===== config.mk =====
export PLATFORM = sky130hd
export DESIGN_NAME = morse_stream_encoder
export DESIGN_NICKNAME = d
export VERILOG_FILES = /design/src/rtl/morse_stream_encoder_pkg.sv /design/src/rtl/morse_stream_encoder_fifo.sv /design/src/rtl/morse_stream_encoder.sv
export SDC_FILE = /design/constraint.sdc
export NUM_CORES = 1
export LEC_CHECK = 0
export ABC_CLOCK_PERIOD_IN_PS = 4200
export CORE_ASPECT_RATIO = 1.5
export CORE_MARGIN = 1
export CORE_UTILIZATION = 60
export DETAILED_ROUTE_END_ITERATION = 7
export MAX_ROUTING_LAYER = met4
export PLACE_DENSITY = 0.8
export SLEW_MARGIN = 30
export SYNTH_ARGS = -nofsm -noshare
export SYNTH_HDL_FRONTEND = slang
export SYNTH_SLANG_ARGS = --single-unit

===== constraint.sdc =====
create_clock -name clk_i -period 4.2 [get_ports clk_i]
set_input_delay 0.63 -clock clk_i [delete_from_list [all_inputs] [get_ports clk_i]]
set_output_delay 0.63 -clock clk_i [all_outputs]
set_load 0.02 [all_outputs]

===== src/rtl/morse_stream_encoder_pkg.sv =====
// Shared types and helpers for the buffered Morse transmitter: FSM state
// encoding, default symbol codes and the unit-counter width rule.
package morse_stream_encoder_pkg;

  typedef enum logic [2:0] {
    ST_IDLE     = 3'd0,
    ST_MARK     = 3'd1,
    ST_SYM_GAP  = 3'd2,
    ST_CHAR_GAP = 3'd3,
    ST_WORD_GAP = 3'd4
  } state_e;

  localparam logic SYM_DOT  = 1'b0;
  localparam logic SYM_DASH = 1'b1;

  // Unit counters must hold the longest duration of any state.
  function automatic int unit_width(input int a, input int b, input int c,
                                    input int d, input int e);
    int m;
    m = a;
    if (b > m) m = b;
    if (c > m) m = c;
    if (d > m) m = d;
    if (e > m) m = e;
    return (m < 1) ? 1 : $clog2(m + 1);
  endfunction

endpackage


===== src/rtl/morse_stream_encoder_fifo.sv =====
// Synchronous character FIFO with flush; count and ready are registered so
// they reflect the state after each push/pop edge.
module morse_fifo
  import morse_stream_encoder_pkg::*;
#(
  parameter int WIDTH = 12,
  parameter int DEPTH = 4
) (
  input  logic                     clk_i,
  input  logic                     rstn_i,
  input  logic                     flush_i,
  input  logic                     push_i,
  input  logic [WIDTH-1:0]         wdata_i,
  input  logic                     pop_i,
  output logic [WIDTH-1:0]         rdata_o,
  output logic [$clog2(DEPTH):0]   count_o,
  output logic                     ready_o
);

  localparam int AW = $clog2(DEPTH);
  localparam logic [AW:0] FULL = (AW + 1)'(DEPTH);

  logic [WIDTH-1:0] mem_q [DEPTH];
  logic [AW-1:0]    wr_ptr_q, rd_ptr_q;
  logic [AW:0]      count_q, count_d;
  logic             ready_q;
  logic             do_push, do_pop;

  assign do_push = push_i & ready_q;
  assign do_pop  = pop_i & (count_q != '0);

  always_comb begin
    count_d = count_q;
    if (do_push && !do_pop)      count_d = count_q + 1'b1;
    else if (!do_push && do_pop) count_d = count_q - 1'b1;
  end

  always_ff @(posedge clk_i) begin
    if (!rstn_i || flush_i) begin
      wr_ptr_q <= '0;
      rd_ptr_q <= '0;
      count_q  <= '0;
      ready_q  <= 1'b1;
    end else begin
      if (do_push) wr_ptr_q <= wr_ptr_q + 1'b1;
      if (do_pop)  rd_ptr_q <= rd_ptr_q + 1'b1;
      count_q <= count_d;
      ready_q <= (count_d != FULL);
    end
  end

  // Storage carries no reset; only pointers and count are control state.
  always_ff @(posedge clk_i) begin
    if (do_push) mem_q[wr_ptr_q] <= wdata_i;
  end

  assign rdata_o = mem_q[rd_ptr_q];
  assign count_o = count_q;
  assign ready_o = ready_q;

endmodule


===== src/rtl/morse_stream_encoder.sv =====
// Buffered Morse transmitter: characters queue in a FIFO and are serialised
// by a unit prescaler, a unit counter and a five-state FSM.
module morse_stream_encoder
  import morse_stream_encoder_pkg::*;
#(
  parameter int   CODE_WIDTH     = 8,
  parameter int   LEN_WIDTH      = 4,
  parameter int   UNIT_CYCLES    = 800_000,
  parameter int   DOT_UNITS      = 1,
  parameter int   DASH_UNITS     = 3,
  parameter int   SYM_GAP_UNITS  = 1,
  parameter int   CHAR_GAP_UNITS = 3,
  parameter int   WORD_GAP_UNITS = 7,
  parameter int   FIFO_DEPTH     = 4,
  parameter logic CODE_DOT       = SYM_DOT,
  parameter logic CODE_DASH      = SYM_DASH
) (
  input  logic                          clk_i,
  input  logic                          rstn_i,
  input  logic [CODE_WIDTH-1:0]         code_i,
  input  logic [LEN_WIDTH-1:0]          len_i,
  input  logic                          valid_i,
  output logic                          ready_o,
  input  logic                          abort_i,
  output logic                          serial_o,
  output logic                          busy_o,
  output logic [$clog2(FIFO_DEPTH):0]   fifo_count_o
);

  localparam int EW = $clog2(CODE_WIDTH + 1);
  localparam int UW = unit_width(DOT_UNITS, DASH_UNITS, SYM_GAP_UNITS,
                                 CHAR_GAP_UNITS, WORD_GAP_UNITS);
  localparam int PW = (UNIT_CYCLES > 1) ? $clog2(UNIT_CYCLES) : 1;
  localparam int FW = CODE_WIDTH + LEN_WIDTH;

  localparam logic [PW-1:0] PRESC_RELOAD = PW'(UNIT_CYCLES - 1);
  localparam logic [UW-1:0] U_DOT  = UW'(DOT_UNITS);
  localparam logic [UW-1:0] U_DASH = UW'(DASH_UNITS);
  localparam logic [UW-1:0] U_SYM  = UW'(SYM_GAP_UNITS);
  localparam logic [UW-1:0] U_CHAR = UW'(CHAR_GAP_UNITS);
  localparam logic [UW-1:0] U_WORD = UW'(WORD_GAP_UNITS);

  if (UNIT_CYCLES < 1 || DOT_UNITS < 1 || DASH_UNITS < 1 || SYM_GAP_UNITS < 1 ||
      CHAR_GAP_UNITS < 1 || WORD_GAP_UNITS < 1) begin : g_bad_units
    $error("morse_stream_encoder: every unit parameter must be >= 1");
  end
  if (FIFO_DEPTH < 2 || (FIFO_DEPTH & (FIFO_DEPTH - 1)) != 0) begin : g_bad_depth
    $error("morse_stream_encoder: FIFO_DEPTH must be a power of two >= 2");
  end

  function automatic logic [UW-1:0] mark_units(input logic sym);
    return (sym == CODE_DASH) ? U_DASH : U_DOT;
  endfunction

  state_e                  state_q, state_d;
  logic [PW-1:0]           presc_q, presc_d;
  logic [UW-1:0]           unit_q, unit_d;
  logic [CODE_WIDTH-1:0]   shift_q, shift_d, shift_next;
  logic [EW-1:0]           elem_q, elem_d;
  logic [FW-1:0]           fifo_rdata;
  logic [$clog2(FIFO_DEPTH):0] fifo_count;
  logic                    fifo_ready, fifo_push, fifo_pop, pop_req;
  logic [CODE_WIDTH-1:0]   head_code;
  logic [LEN_WIDTH-1:0]    head_len;
  logic [EW-1:0]           head_elems;
  logic                    rollover, expire;

  assign fifo_push = valid_i & fifo_ready & ~abort_i;
  assign fifo_pop  = pop_req & ~abort_i;

  morse_fifo #(
    .WIDTH (FW),
    .DEPTH (FIFO_DEPTH)
  ) u_fifo (
    .clk_i   (clk_i),
    .rstn_i  (rstn_i),
    .flush_i (abort_i),
    .push_i  (fifo_push),
    .wdata_i ({len_i, code_i}),
    .pop_i   (fifo_pop),
    .rdata_o (fifo_rdata),
    .count_o (fifo_count),
    .ready_o (fifo_ready)
  );

  assign head_code  = fifo_rdata[CODE_WIDTH-1:0];
  assign head_len   = fifo_rdata[FW-1:CODE_WIDTH];
  assign shift_next = shift_q >> 1;
  assign rollover   = (presc_q == '0);
  assign expire     = rollover && (unit_q == UW'(1));

  always_comb begin
    if (32'(head_len) > 32'(CODE_WIDTH)) head_elems = EW'(CODE_WIDTH);
    else                                 head_elems = EW'(head_len);
  end

  always_comb begin
    state_d = state_q;
    presc_d = presc_q;
    unit_d  = unit_q;
    shift_d = shift_q;
    elem_d  = elem_q;
    pop_req = 1'b0;
    // Prescaler reloads on each rollover, so every state entry starts a fresh unit.
    if (state_q != ST_IDLE) begin
      presc_d = rollover ? PRESC_RELOAD : presc_q - 1'b1;
      if (rollover) unit_d = unit_q - 1'b1;
    end
    case (state_q)
      ST_IDLE: begin
        if (fifo_count != '0) begin
          pop_req = 1'b1;
          shift_d = head_code;
          elem_d  = head_elems;
          presc_d = PRESC_RELOAD;
          if (head_elems == '0) begin
            state_d = ST_WORD_GAP;
            unit_d  = U_WORD;
          end else begin
            state_d = ST_MARK;
            unit_d  = mark_units(head_code[0]);
          end
        end
      end
      ST_MARK: begin
        if (expire) begin
          if (elem_q > EW'(1)) begin
            state_d = ST_SYM_GAP;
            unit_d  = U_SYM;
            elem_d  = elem_q - 1'b1;
          end else begin
            state_d = ST_CHAR_GAP;
            unit_d  = U_CHAR;
          end
        end
      end
      ST_SYM_GAP: begin
        if (expire) begin
          state_d = ST_MARK;
          shift_d = shift_next;
          unit_d  = mark_units(shift_next[0]);
        end
      end
      ST_CHAR_GAP, ST_WORD_GAP: begin
        if (expire) state_d = ST_IDLE;
      end
      default: state_d = ST_IDLE;
    endcase
  end

  always_ff @(posedge clk_i) begin
    if (!rstn_i || abort_i) begin
      state_q <= ST_IDLE;
      presc_q <= '0;
      unit_q  <= '0;
      shift_q <= '0;
      elem_q  <= '0;
    end else begin
      state_q <= state_d;
      presc_q <= presc_d;
      unit_q  <= unit_d;
      shift_q <= shift_d;
      elem_q  <= elem_d;
    end
  end

  assign serial_o     = (state_q == ST_MARK);
  assign busy_o       = (state_q != ST_IDLE);
  assign ready_o      = fifo_ready;
  assign fifo_count_o = fifo_count;

endmodule


* Yosys cells after proc, flatten, opt, wreduce, memory -nomap -nowiden
Memories as Yosys holds them, arrays and structs flattened. A register that Yosys moved wholly into a read port is not among the register bits.
Cells that the tools add are included.
** Word-level totals
- Bits of input ports :: 16
- Memories :: 1
- RAM bits :: 48
- Register bits after elaboration :: 46
- Output and inout port bits :: 6
- Logic and storage cells :: 91
** Operators by class
- $add $sub $neg :: 7
- Eq/ne operators :: 11
- Bitwise logic cells :: 6
- Muxes and demuxes :: 37
- Magnitude comparators :: 2
- Reduce and logical (&&, ||, !) cells :: 18
** Memories
- u_fifo.mem_q :: words 4, bits a word 12, rd ports 1, clocked after memory_dff 1, wr ports 1, line morse_stream_encoder_fifo.sv:23 : logic [WIDTH-1:0] mem_q [DEPTH];
** Operators with widths (count)
- $mux W20 :: 4
- $mux W3 :: 13
- $logic_not A20 Y1 :: 1
- $sub A20 B1 Y20 const B :: 1
- $mux W4 :: 4
- $mux W8 :: 2
- $pmux W8 S2 :: 1
- $pmux W3 S4 :: 1
- $mux W2 :: 5
- $pmux W3 S3 :: 1
- $pmux W4 S2 :: 1
- $reduce_and A4 Y1 :: 2
- $eq A3 B1 Y1 const B :: 2
- $eq A3 B2 Y1 const B :: 2
- $ne A2 B2 Y1 const B :: 3
- $reduce_bool A3 Y1 :: 2
- $sub A3 B1 Y3 const B :: 2
- $and A1 B1 Y1 :: 5
- $mux W1 :: 5
- $add A2 B1 Y2 const B :: 2
- $gt A4 B1 Y1 const B :: 1
- $gt A4 B4 Y1 const B :: 1
- $logic_not A4 Y1 :: 1
- $ne A2 B1 Y1 const B :: 2
- 12 further kinds :: 17

* Longest topological paths before layout
- Depth in word-level cells :: 9
- Gate-level depth with buffers :: 9
- Gate-level depth less buffers :: 7

* By module
A second synthesis with hierarchy kept.
** Unflattened totals
- Cell total of the unflattened synthesis :: 408
- Area total of the unflattened synthesis :: 4624.4 µm²
** By module, submodules not included
- morse_stream_encoder :: cells each 281, sequential area each 740.7 µm², area an instance 2329.7 µm², instances 1
- morse_fifo :: cells each 127, sequential area each 1641.6 µm², area an instance 2294.7 µm², instances 1

* Least setup slack after synthesis
OpenSTA, ideal clock, no wires.
- Kind :: register -> register
- Start :: reg u_fifo.count_q[0], in the netlist u_fifo.count_o[0]
- End :: reg elem_q[0]
- Period minus slack after synthesis :: 1.989 ns
- Arrival :: 1.870 ns
- Slack :: 2.211 ns
- Stages on the path, launching flop included :: 8
- Buffers on the path :: 0
- Library setup time :: 0.119 ns
- Path through :: dfxtp_1 > inv_1 > ha_1 > nor2b_1 > nor2_2 > a21oi_1 > or2_4 > o221a_2
** Between the ends
- Longest elaborated chain between the ends :: 3
** Ends and longest elaborated chain
- start: declaration :: line morse_stream_encoder_fifo.sv:25 : logic [AW:0] count_q, count_d;
- start signal: assignment :: line morse_stream_encoder_fifo.sv:47 : count_q <= count_d;
- $reduce_bool A3 Y1 :: line morse_stream_encoder.sv:111 : if (fifo_count != '0) begin
- $ne A2 B2 Y1 (no source line)
- $reduce_and A4 Y1 (no source line)
- end signal: assignment :: line morse_stream_encoder.sv:163 : elem_q <= elem_d;
- end: declaration :: line morse_stream_encoder.sv:59 : logic [EW-1:0] elem_q, elem_d;
No other way between the ends.
A chain may end at the register's enable or synchronous reset.

* Worst setup path in the final report
- Start :: reg state_q[0]
- End :: out serial_o
** Between the ends
- Longest elaborated chain between the ends :: 1
** Ends and longest elaborated chain
- start: declaration :: line morse_stream_encoder.sv:55 : state_e state_q, state_d;
- start signal: assignment :: line morse_stream_encoder.sv:159 : state_q <= state_d;
- $eq A3 B1 Y1 :: line morse_stream_encoder.sv:167 : assign serial_o = (state_q == ST_MARK);
- end: declaration :: line morse_stream_encoder.sv:25 : output logic serial_o,
No other way between the ends.

==> flow_summary.json <==
{
  "finalMaxSlewViolations": 0,
  "maxCapViolCount": 0,
  "synthCells": 361,
  "io_pins": 22,
  "grt_pass1_wl_um": 13300,
  "postCtsSetupBuffers": 0,
  "r2r_end": "elem_q[3]",
  "ys_ff_latch": 95,
  "critPathCaptureType": "output port",
  "via_per_inst": 6.31,
  "finalSetupTns_ps": 0,
  "diodes": 0,
  "drt_wl_total_um": 7950,
  "post-route-util": 0.686,
  "core-area_um2": 6940,
  "crit_end": "serial_o",
  "powerDensity_nw_per_um2": 365,
  "holdBufCountCts": 0,
  "path_cells": "nand2b_2 -> or2_1 -> inv_1 -> clkdlybuf4s50_1",
  "period_share": 0.678,
  "yosysTopAreaCellShare": 0.331,
  "hpwl_um": 5700,
  "synth_area_leaders": "edfxtp_1 33%, dfxtp_1 22%, mux4_2 6.2%",
  "ys_types": 62,
  "timing_hold_violations_final": 0,
  "htreeDepth": 3,
  "clk_latency_ps": 370,
  "syn_area_um2": 4360,
  "worstMarginPinSlew_ps": 761,
  "drt_iter0_drc": 165,
  "start_kind": "flop",
  "gp_congestion": 0.910,
  "first_pass_iters": 4,
  "syn_to_final_growth_pct": 9.33,
  "finClkSkew_ps": 10.6,
  "antenna_found_initial": 0,
  "rrSetupSlack_ps": 1760,
  "cts_buffers": 9,
  "grt_pass1_vias": 2867,
  "path_max_fanout": 9,
  "post_cts_resized": 0,
  "initial_core_util": 0.628,
  "status": "completed",
  "peakVddDrop_uv": 288,
  "drc_errors": 0,
  "leakage_uw": 0.00154,
  "worstSetupPathType": "flop to output port",
  "hp-class": "flop to flop",
  "avgSynthCellArea_um2": 12.1,
  "final_cell_mix": "48 x edfxtp_1, 47 x dfxtp_1, 27 x nor2_1",
  "reg2reg_from": "state_q[2]",
  "rr_worst_depth": 6,
  "ant_nets": 0,
  "ys_seq_area_frac": 0.547,
  "fin_crit_ps": 2850,
  "io_buffer_count": 21,
  "track_usage": 0.238,
  "rsz0062_at_grt": "false",
  "ys_async_sr_fraction": 0,
  "max_freq_mhz": 351,
  "crit_arrival_ps": 2220,
  "routedWlPerCell_um": 17.2,
  "synthesis.nets": 390,
  "worstPathRequired_ps": 3570,
  "cts.path.max_buffers": 2,
  "synth-edff-count": 48,
  "clkTransAtPathRegs_ps": 90,
  "startpoint": "state_q[0]",
  "via_count": 2909,
  "cts.sinks": 95,
  "slew_headroom": 0.492,
  "grt_max_degree": 27,
  "dieArea_um2": 7620,
  "fillerInstances": 486,
  "fp-row-count": 37,
  "cts_root_buf": "clkbuf_8",
  "final_common_cell": "edfxtp_1",
  "synth.largest_area_cell": "edfxtp_1",
  "synthFlopType": "edfxtp_1",
  "grt_overflow": 0,
  "fin_nets": 407,
  "die_w_um": 71.6,
  "slowest_stage": "clkdlybuf4s50_1",
  "fp.dieH_um": 106,
  "yosys_warnings": 0,
  "cp_slowest_stage_delay_ps": 650,
  "setup_viol": 0,
  "final_layout_size_suffix_gt1_frac": 0.138,
  "cts_tree": "built"
}
## cells in the mapped netlist, drive strengths merged (5+ instances only)
cell type	count
edfxtp	48
a211oi	11
xnor2	7
nand2	19
dfxtp	47
ha	13
and2	5
a31oi	5
nand2b	6
a21oi	26
mux2i	8
o21ai	6
nor2b	5
buf	10
clkbuf	6
nor3	10
nor2	30
mux4	12
xor2	8
inv	17
nor4	10
## where the power goes
part,internal [µW],total (µW),switching [µW]
clock,220,547,327
sequential,992,1010,14.8
combinational,69.4,186,117
total,1280,1740,459
## metrics by stage
| stage | power, µW | hold slack, ps | worst slack, ps | std cells | area [µm²] |
|---|---|---|---|---|---|
| finish | 1740 | 508 | 1350 | 461 | 4760 |
| global route | 1800 | 524 | 1250 | 461 | 4760 |
| CTS | 1750 | 500 | 1360 | 461 | 4760 |
| detailed placement | 1210 | 486 | 1520 | 445 | 4580 |
| global placement | 1210 | 477 | 1610 | 445 | 4580 |
| floorplan | 1160 | 453 | 2210 | 361 | 4360 |
## kinds of logic (layout without fill, tap and decap cells)
family / after synthesis / count (layout) / share of synthesized area
flip-flops: 95 / 95 / 0.547
buffers and inverters: 33 / 55 / 0.0367
AND/OR/NAND/NOR: 109 / 109 / 0.145
adder cells (fa/ha/maj): 13 / 13 / 0.0373
AO/OA/AOI/OAI: 76 / 76 / 0.124
XOR/XNOR: 15 / 15 / 0.0301
multiplexers: 20 / 20 / 0.0804
## critical path, delay by kind of cell, from the launching register on
family                 cells  cell delay, ps
AND/OR/NAND/NOR            2             440
flip-flops                 1             530
buffers and inverters      2             870
## routing by layer
layer  up-vias  wire, µm  GRT usage
li1       1401         -          -
met1      1424      3190      0.252
met2        64      4300      0.418
met3        20       247     0.0483
met4         0       210      0.120
met5         -         0          -
## flip-flops by register name, summed over array words and instances, names as in the netlist, named ones only
signal	count
elem_q	4
presc_q	20
shift_q	7
state_q	3
u_fifo.count_o	3
u_fifo.mem_q	48
u_fifo.rd_ptr_q	2
u_fifo.ready_o	1
u_fifo.wr_ptr_q	2
unit_q	3
## final cells by class
class,instances,area (µm²),area share
Clock buffer,9,124,0.0260
Clock inverter,7,57.6,0.0121
Inverter,17,63.8,0.0134
Multi-Input combinational cell,233,1820,0.382
Sequential cell,95,2380,0.500
Tap cell,78,97.6,0.0205
Timing Repair Buffer,22,218,0.0457
## worst min-delay path by stage
stage / slack [ps] / end / cells after the start / from
2_1_floorplan: 450 / elem_q[3] / 2 / elem_q[3]
3_3_place_gp: 480 / elem_q[3] / 2 / elem_q[3]
3_5_place_dp: 490 / elem_q[3] / 2 / elem_q[3]
4_1_cts: 500 / elem_q[3] / 2 / elem_q[3]
5_1_grt: 520 / shift_q[2] / 2 / shift_q[2]
6_report: 510 / elem_q[3] / 2 / elem_q[3]
(Power assumes the default switching activity.)
